===== config.mk =====
export PLATFORM = sky130hd
export DESIGN_NAME = xor_cipher_bist_flat
export DESIGN_NICKNAME = d
export VERILOG_FILES = /design/src/rtl/xor_cipher_bist_if.sv /design/src/rtl/xor_cipher_bist.sv /design/src/flat_wrapper.sv
export SDC_FILE = /design/constraint.sdc
export NUM_CORES = 1
export LEC_CHECK = 0
export CAP_MARGIN = 10
export CORE_AREA = 3 3 146 148
export CTS_BUF_LIST = sky130_fd_sc_hd__clkbuf_4
export CTS_CLUSTER_DIAMETER = 40
export DETAILED_ROUTE_END_ITERATION = 7
export DIE_AREA = 0 0 149 151
export HOLD_SLACK_MARGIN = 0.06
export PLACE_DENSITY = 0.75
export SETUP_SLACK_MARGIN = 0.5
export SKIP_LAST_GASP = 1
export SLEW_MARGIN = 20
export SYNTH_ARGS = -nofsm -noshare
export SYNTH_HDL_FRONTEND = slang
export SYNTH_SLANG_ARGS = --single-unit

===== constraint.sdc =====
create_clock -name clk -period 7.7 [get_ports clk]
set_input_delay 1.54 -clock clk [delete_from_list [all_inputs] [get_ports clk]]
set_output_delay 1.54 -clock clk [all_outputs]
set_load 0.02 [all_outputs]

===== src/rtl/xor_cipher_bist_if.sv =====
// Serial config and cipher data loop between the BIST engine and the
// TX/RX XOR cipher pair under test.
interface xor_cipher_bist_if;
  logic cfg_i;
  logic cfg_o;
  logic cfg_en;
  logic en;
  logic datastream;
  logic decrypted;

  modport master (
    output cfg_o, cfg_en, en, datastream,
    input  cfg_i, decrypted
  );

  modport slave (
    input  cfg_o, cfg_en, en, datastream,
    output cfg_i, decrypted
  );
endinterface


===== src/rtl/xor_cipher_bist.sv =====
// Self-test engine for the dual XOR cipher loop: config shift, PRBS run,
// latency-aligned compare. Optional inject port via XOR_BIST_INJECT_EN.
module xor_cipher_bist #(
  parameter int M          = 32,
  parameter int RUN_CYCLES = 900,
  parameter int LAT        = 2,
  parameter int ERR_W      = 16,
  parameter int CNT_W      = 12
) (
  input  logic             clk,
  input  logic             rst,
  input  logic             start,
  input  logic             stop,
  input  logic             continuous,
  input  logic [1:0]       prbs_sel,
  input  logic             mux_ext_a,
  input  logic             mux_en_d,
  input  logic [M-1:0]     tx_taps,
  input  logic [M-1:0]     tx_state,
  input  logic [M-1:0]     rx_taps,
  input  logic [M-1:0]     rx_state,
`ifdef XOR_BIST_INJECT_EN
  input  logic             inject,
`endif
  xor_cipher_bist_if.master cif,
  output logic             busy,
  output logic             done,
  output logic             pass,
  output logic [ERR_W-1:0] error_count,
  output logic [ERR_W-1:0] bit_count
);

  localparam int CFG_LEN = 4*M + 2;

  localparam logic [CNT_W-1:0] CFG_LAST =
    CNT_W'(CFG_LEN - 1);
  localparam logic [CNT_W-1:0] RUN_LAST =
    CNT_W'(RUN_CYCLES - 1);
  localparam logic [CNT_W-1:0] DRAIN_LAST =
    CNT_W'((LAT > 0) ? LAT - 1 : 0);

  typedef enum logic [2:0] {
    S_IDLE,
    S_LOAD,
    S_CFG,
    S_RUN,
    S_DRAIN,
    S_DONE
  } state_t;

  state_t state;
  state_t state_nx;

  logic [CNT_W-1:0]   cnt;
  logic [CFG_LEN-1:0] cfg_reg;
  logic [30:0]        lfsr;
  logic [1:0]         sel;

  logic prbs_bit;
  logic fb;
  logic run;
  logic restart;
  logic src;
  logic cmp_dat;
  logic cmp_en;

  // state register
  always_ff @(posedge clk or posedge rst) begin
    if (rst) state <= S_IDLE;
    else     state <= state_nx;
  end

  // next state
  always_comb begin
    state_nx = state;
    unique case (state)
      S_IDLE:  if (start) state_nx = S_LOAD;
      S_LOAD:  state_nx = S_CFG;
      S_CFG:   if (cnt == CFG_LAST) state_nx = S_RUN;
      S_RUN: begin
        if (stop || (!continuous && cnt >= RUN_LAST))
          state_nx = (LAT == 0) ? S_DONE : S_DRAIN;
      end
      S_DRAIN: if (cnt == DRAIN_LAST) state_nx = S_DONE;
      S_DONE:  state_nx = continuous ? S_LOAD : S_IDLE;
      default: state_nx = S_IDLE;
    endcase
  end

  // outputs
  always_comb begin
    cif.cfg_en = 1'b0;
    run        = 1'b0;
    busy       = 1'b1;
    done       = 1'b0;
    unique case (state)
      S_IDLE:  busy = 1'b0;
      S_CFG:   cif.cfg_en = 1'b1;
      S_RUN:   run = 1'b1;
      S_DONE:  done = 1'b1;
      default: ;
    endcase
  end

  assign cif.en    = run;
  assign cif.cfg_o = cfg_reg[0];

  assign restart = (state == S_IDLE && start) ||
                   (state == S_DONE && continuous);

  always_comb begin
    fb       = 1'b0;
    prbs_bit = 1'b0;
    unique case (sel)
      2'b00: begin
        prbs_bit = lfsr[6];
        fb       = lfsr[6] ^ lfsr[5];
      end
      2'b01: begin
        prbs_bit = lfsr[14];
        fb       = lfsr[14] ^ lfsr[13];
      end
      2'b10: begin
        prbs_bit = lfsr[22];
        fb       = lfsr[22] ^ lfsr[17];
      end
      default: begin
        prbs_bit = lfsr[30];
        fb       = lfsr[30] ^ lfsr[27];
      end
    endcase
  end

  // the compare pipe always sees the raw PRBS bit
  assign src = run & prbs_bit;

`ifdef XOR_BIST_INJECT_EN
  assign cif.datastream = run & (prbs_bit ^ inject);
`else
  assign cif.datastream = src;
`endif

  always_ff @(posedge clk or posedge rst) begin
    if (rst)
      cnt <= '0;
    else if (state_nx != state)
      cnt <= '0;
    else if (state != S_IDLE)
      cnt <= cnt + 1'b1;
  end

  always_ff @(posedge clk or posedge rst) begin
    if (rst)
      sel <= 2'b00;
    else if (state == S_IDLE && start)
      sel <= prbs_sel;
  end

  always_ff @(posedge clk or posedge rst) begin
    if (rst)
      lfsr <= '0;
    else if (restart)
      lfsr <= 31'd1;
    else if (run)
      lfsr <= {lfsr[29:0], fb};
  end

  always_ff @(posedge clk or posedge rst) begin
    if (rst)
      cfg_reg <= '0;
    else if (state == S_LOAD)
      cfg_reg <= {mux_ext_a, mux_en_d,
                  tx_taps, tx_state,
                  rx_taps, rx_state};
    else if (state == S_CFG)
      cfg_reg <= {cif.cfg_i, cfg_reg[CFG_LEN-1:1]};
  end

  generate
    if (LAT > 0) begin : g_pipe
      logic [LAT-1:0] pd;
      logic [LAT-1:0] pe;

      always_ff @(posedge clk or posedge rst) begin
        if (rst) begin
          pd <= '0;
          pe <= '0;
        end else begin
          pd[0] <= src;
          pe[0] <= run;
          for (int i = 1; i < LAT; i++) begin
            pd[i] <= pd[i-1];
            pe[i] <= pe[i-1];
          end
        end
      end

      assign cmp_dat = pd[LAT-1];
      assign cmp_en  = pe[LAT-1];
    end else begin : g_nopipe
      assign cmp_dat = src;
      assign cmp_en  = run;
    end
  endgenerate

  // saturating counters, cleared at the start of every pass
  always_ff @(posedge clk or posedge rst) begin
    if (rst) begin
      error_count <= '0;
      bit_count   <= '0;
    end else if (restart) begin
      error_count <= '0;
      bit_count   <= '0;
    end else if (cmp_en) begin
      if (bit_count != '1)
        bit_count <= bit_count + 1'b1;
      if (cmp_dat != cif.decrypted &&
          error_count != '1)
        error_count <= error_count + 1'b1;
    end
  end

  always_ff @(posedge clk or posedge rst) begin
    if (rst)
      pass <= 1'b0;
    else if (state == S_IDLE && start)
      pass <= 1'b0;
    else if (state == S_DONE)
      pass <= (error_count == '0) &&
              (bit_count != '0);
  end

endmodule


===== src/flat_wrapper.sv =====
// flat-port wrapper written by rule: the top's interface ports become plain ports
module xor_cipher_bist_flat 
#(
  parameter int M          = 32,
  parameter int RUN_CYCLES = 900,
  parameter int LAT        = 2,
  parameter int ERR_W      = 16,
  parameter int CNT_W      = 12
)
  (clk, rst, start, stop, continuous, prbs_sel, mux_ext_a, mux_en_d, tx_taps, tx_state, rx_taps, rx_state, busy, done, pass, error_count, bit_count, cif_cfg_o, cif_cfg_en, cif_en, cif_datastream, cif_cfg_i, cif_decrypted);
  xor_cipher_bist_if cif_i ();
  input  logic clk;
  input  logic rst;
  input  logic start;
  input  logic stop;
  input  logic continuous;
  input  logic [1:0] prbs_sel;
  input  logic mux_ext_a;
  input  logic mux_en_d;
  input  logic [M-1:0] tx_taps;
  input  logic [M-1:0] tx_state;
  input  logic [M-1:0] rx_taps;
  input  logic [M-1:0] rx_state;
  output logic busy;
  output logic done;
  output logic pass;
  output logic [ERR_W-1:0] error_count;
  output logic [ERR_W-1:0] bit_count;
  output wire logic [$bits(cif_i.cfg_o)-1:0] cif_cfg_o;
  output wire logic [$bits(cif_i.cfg_en)-1:0] cif_cfg_en;
  output wire logic [$bits(cif_i.en)-1:0] cif_en;
  output wire logic [$bits(cif_i.datastream)-1:0] cif_datastream;
  input wire logic [$bits(cif_i.cfg_i)-1:0] cif_cfg_i;
  input wire logic [$bits(cif_i.decrypted)-1:0] cif_decrypted;
  assign cif_cfg_o = cif_i.cfg_o;
  assign cif_cfg_en = cif_i.cfg_en;
  assign cif_en = cif_i.en;
  assign cif_datastream = cif_i.datastream;
  assign cif_i.cfg_i = cif_cfg_i;
  assign cif_i.decrypted = cif_decrypted;
  xor_cipher_bist #(.M(M), .RUN_CYCLES(RUN_CYCLES), .LAT(LAT), .ERR_W(ERR_W), .CNT_W(CNT_W)) u_core (.clk(clk), .rst(rst), .start(start), .stop(stop), .continuous(continuous), .prbs_sel(prbs_sel), .mux_ext_a(mux_ext_a), .mux_en_d(mux_en_d), .tx_taps(tx_taps), .tx_state(tx_state), .rx_taps(rx_taps), .rx_state(rx_state), .cif(cif_i), .busy(busy), .done(done), .pass(pass), .error_count(error_count), .bit_count(bit_count));
endmodule

# Yosys cells after proc, flatten, opt, wreduce, memory -nomap -nowiden
# Index checks and enable logic that the tools add are counted.
# Widths: inputs -> output; s select.
op_classes:
  n_addsub: 3
  magnitude_cmp: 1
  eq_ne: 13
  mux: 26
  n_bitwise: 5
  n_reduce_logical: 22
ops:
  columns: ["op", "n"]
  rows:
  - ["$mux 130", 2]
  - ["$mux 16", 6]
  - ["$mux 31", 2]
  - ["$add 16x1->16 const B", 2]
  - ["$ne 16x16->1 const B", 2]
  - ["$mux 12", 2]
  - ["$pmux 3 s6", 1]
  - ["$logic_not 16->1", 1]
  - ["$reduce_bool 16->1", 1]
  - ["$reduce_bool 2->1", 7]
  - ["$add 12x1->12 const B", 1]
  - ["$eq 12x1->1 const B", 1]
  - ["$eq 12x8->1 const B", 1]
  - ["$ge 12x10->1 const B", 1]
  - ["$mux 3", 4]
  - ["$mux 1", 7]
  - ["$eq 3x2->1 const B", 2]
  - ["$eq 3x3->1 const B", 2]
  - ["$pmux 1 s3", 2]
  - ["$logic_and 1x1->1", 5]
  - ["$reduce_and 2->1", 2]
  - ["$xor 1x1->1", 4]
  - ["$eq 3x1->1 const B", 1]
  - ["$logic_not 3->1", 1]
  - ["other kinds (9)", 10]
totals:
  regBits: 215
  input_bits: 139
  elab_cells: 80

# Longest topological paths before layout
logic_depth:
  word_depth: 7
  mapped_depth: 7

# Worst setup path after synthesis
# No wires, ideal clock.
synth_timing:
  path_type: "reg-to-output"
  start: "register u_core.state[2]"
  end: "output cif_datastream"
  arrival_time_ps: 1467
  required_time_ps: 6160
  slack_ps: 4693
  stages_incl_launch_ff: 5
  path_buffers: 1
  cell_sequence: "dfrtp_1 -> nand3b_1 -> clkinv_1 -> clkbuf_1 -> and2_1"
synth_via:
  elab_chain_len: 3
synth_lines:
  columns: ["item", "line", "source"]
  rows:
  - ["start, declared", "xor_cipher_bist.sv:51", "state_t state;"]
  - ["start signal, assigned", "xor_cipher_bist.sv:70", "else state <= state_nx;"]
  - ["$eq 3x2->1", "xor_cipher_bist.sv:96", "unique case (state)"]
  - ["$mux 1", "xor_cipher_bist.sv:96", null]
  - ["via cif_en", "flat_wrapper.sv:31", "output wire logic [$bits(cif_i.en)-1:0] cif_en;"]
  - ["$and 1x1->1", "xor_cipher_bist.sv:135", "assign src = run & prbs_bit;"]
  - ["end, declared", "flat_wrapper.sv:32", "output wire logic [$bits(cif_i.datastream)-1:0] cif_datastream;"]
# The timed path passes the listed nets, and every way through them passes these cells.

# Worst setup path after layout
layout_timing:
  start: "register u_core.state[2]"
  end: "output cif_datastream"
layout_via:
  elab_chain_len: 3
layout_lines:
  columns: ["item", "line"]
  rows:
  - ["$eq 3x2->1", "xor_cipher_bist.sv:96"]
  - ["$mux 1", "xor_cipher_bist.sv:96"]
  - ["$and 1x1->1", "xor_cipher_bist.sv:135"]
# No other way between the ends.

==> flow_metrics.py <==
metrics = {
    "die": {
        "ios": 178,
        "rows": 52,
        "start_util": 0.484,
        "dieArea_sq_um": 22500,
        "fp.coreArea_sq_um": 20200,
        "die_y_microns": 151,
        "die_x_microns": 149,
    },
    "drt": {
        "wl_per_cell_microns": 15.0,
        "drc_errors": 0,
        "wl_microns": 23100,
        "antenna_left": 0,
        "vias": 8330,
        "drt_first_iter_violations": 447,
        "via_per_inst": 5.42,
        "first_pass_iters": 7,
    },
    "status": {
        "status": "completed",
    },
    "power_and_ir_drop": {
        "seq_power_share": 0.418,
        "ir_drop_v": 0.000192,
        "p_sw_frac": 0.385,
        "power_mw": 4.21,
        "power.density_nw_per_um2": 341,
        "clkPwrFrac": 0.226,
        "p_comb_frac": 0.356,
        "switchingPower_mw": 1.62,
        "p_int_mw": 2.59,
        "p_leak_nw": 4.99,
    },
    "layout": {
        "drive_gt1_frac": 0.0971,
        "area_growth_pct": 26.7,
        "nNetsFinal": 1373,
        "fin_area_sq_um": 12400,
        "largest_reg_flops": 130,
    },
    "placed_design": {
        "dp_hpwl_microns": 14800,
        "placed_area_sq_um": 11700,
        "gp_congestion": 0.918,
        "io_buffers": 177,
    },
    "yosys": {
        "synthTopCellsByArea": "dfrtp_1 55%, nor2_1 9.8%, o22ai_1 7.8%",
        "syn-num-nets": 1199,
        "synth_top_cell_area_share": 0.551,
        "synth-warning-count": 0,
        "synth_common_cells": "256 x nor2_1, 215 x dfrtp_1, 121 x o22ai_1",
        "synth.distinct_cells": 56,
        "synth_cells": 1054,
        "synth.avg_cell_area_sq_um": 9.26,
        "synth_top_cell_by_area": "dfrtp_1",
        "ys_ff_latch": 215,
        "synth_edf_count": 0,
        "yosysMostFrequentCell": "nor2_1",
        "yosysSeqAreaShare": 0.551,
        "ys_async_sr_fraction": 1.00,
        "synth_ff_type": "dfrtp_1",
        "syn_area_sq_um": 9760,
    },
    "clocking": {
        "cts_setup_buffers": 0,
        "insertion_delay_ns": 0.68,
        "ctsHoldBuffers": 0,
        "clockBufferDepth": 3,
        "h-tree-depth": 2,
        "cts_tree": "done",
        "cts-root-buf": "clkbuf_4",
        "cts.clk_slew.worst_paths_ns": 0.07,
        "cts_made_buffers": 57,
        "cts_sinks": 215,
        "post_cts_resized": 0,
    },
    "sta": {
        "rsz0062_at_grt": "false",
        "fin_crit_ns": 4.68,
        "finalClockSkew_ns": 0.0376,
        "drv_slew": 0,
        "final.setup.tns_ns": 0,
        "finalSetupViolations": 0,
        "tightest_slew_ns": 1.03,
        "fin_crit_sh": 0.608,
        "fmax_ghz": 0.214,
        "slew_headroom": 0.312,
        "final_hold_viol_count": 0,
    },
    "hold_path": {
        "worstHoldPathType": "flip-flop to flip-flop",
    },
    "critical_path": {
        "slowest_delay_ns": 0.56,
        "worstPathMaxFanout": 33,
        "cpMostUsedCell": "buf_4",
        "endpoint_kind": "output pin",
        "critPathSlowestCell": "dfrtp_1",
        "cp_cell_sequence": "nand3b_1 > buf_4 > clkinv_1 > buf_4 > and2_1 > clkdlybuf4s50_1",
        "critPathKind": "flip-flop to output pin",
        "worstPathRequired_ns": 6.16,
        "crit_path_start_kind": "flip-flop",
        "crit_arrival_ns": 3.14,
    },
    "global_route": {
        "grt_pass1_wl_microns": 38800,
        "grtUsageTotal": 0.206,
        "grt_pass1_vias": 8001,
        "antenna_found_initial": 2,
        "grt_max_degree": 111,
        "grt_overflow": 0,
    },
    "run": {
        "cap_viol_max_count": 0,
    },
}
==> power by group through the flow <==
stage | logic, mW | clock network (mW) | registers, mW
2_1_floorplan | 1.18 | 0 | 1.72
4_1_cts | 1.52 | 0.987 | 1.76
3_3_place_gp | 1.47 | 0 | 1.76
6_report | 1.50 | 0.952 | 1.76
3_5_place_dp | 1.52 | 0 | 1.77
5_1_grt | 1.71 | 1.05 | 1.81
==> through the flow <==
stage	utilization	setup WS [ns]	hold WS (ns)	instances
after floorplan	-	3.36	0.331	1054
after global placement	0.578	3.75	0.339	1439
after detailed placement	0.578	3.71	0.336	1439
after CTS	0.612	2.97	0.346	1537
after global routing	0.612	2.74	0.367	1537
final	0.613	3.02	0.346	1538
==> cell type report <==
cell class | instances | area (sq um)
diodes | 1 | 2.50
clock buffers | 81 | 608
clock inverters | 17 | 75.1
fillers | 1761 | 7810
inverters | 18 | 71.3
multi-input cells | 749 | 4030
flip-flops and latches | 215 | 5380
well taps | 270 | 338
repair buffers | 187 | 1850
==> routing by layer <==
metal  routed length, microns  track usage
met1                    10100        0.279
met2                    10300        0.309
met3                     2340       0.0853
met4                      381       0.0577
met5                       23            0
==> cells in the final DEF (no fill, tap or decap), types with 4 or more instances in the layout <==
cell type,count
o31ai_1,6
nand2_1,117
nand2b_1,10
a2111o_1,4
xor2_1,4
and3_1,9
or3_1,10
nand3_1,13
clkdlybuf4s50_1,177
inv_1,16
o22ai_1,121
and4_1,4
nor3_1,6
xnor2_1,10
nor4_1,7
clkinv_2,5
a22oi_1,4
a21oi_1,50
nand4_1,15
mux2i_1,12
a31oi_1,8
clkbuf_4,81
dfrtp_1,215
ha_1,6
o21ai_0,11
clkinv_1,11
buf_4,8
or4_1,7
a211oi_1,7
nor2_1,256
a21oi_2,8
==> critical path: cells and delay by family, from the launching register on <==
family / cells / cell delay [ns]
AND/OR/NAND/NOR: 2 / 0.33
buffers and inverters: 4 / 1.60
flip-flops: 1 / 0.56
==> cells by family after synthesis <==
logic type               synth area share
AO/OA/AOI/OAI                       0.154
buffers and inverters              0.0392
AND/OR/NAND/NOR                     0.216
flip-flops                          0.551
XOR/XNOR                           0.0126
multiplexers                       0.0192
adder cells (fa/ha/maj)           0.00770
==> final timing paths <==
path / endpoint / cells past startpoint / from / slack (ns)
worst min register to register: u_core.g_pipe.pe[1]$_DFF_PP0_ / 0 / u_core.g_pipe.pe[0]$_DFF_PP0_ / 0.35
max in group asynchronous: u_core.cfg_reg[32]$_DFFE_PP0P_ / 3 / rst / 5.54
worst min-delay path: u_core.g_pipe.pe[1]$_DFF_PP0_ / 0 / u_core.g_pipe.pe[0]$_DFF_PP0_ / 0.35
worst max register to register: u_core.cfg_reg[112]$_DFFE_PP0P_ / 5 / u_core.state[1]$_DFF_PP0_ / 5.22
worst max-delay path: cif_datastream / 6 / u_core.state[2]$_DFF_PP0_ / 3.02
min in group asynchronous: u_core.cfg_reg[99]$_DFFE_PP0P_ / 3 / rst / 1.46
No activity file was read; power rests on OpenSTA's default activity.
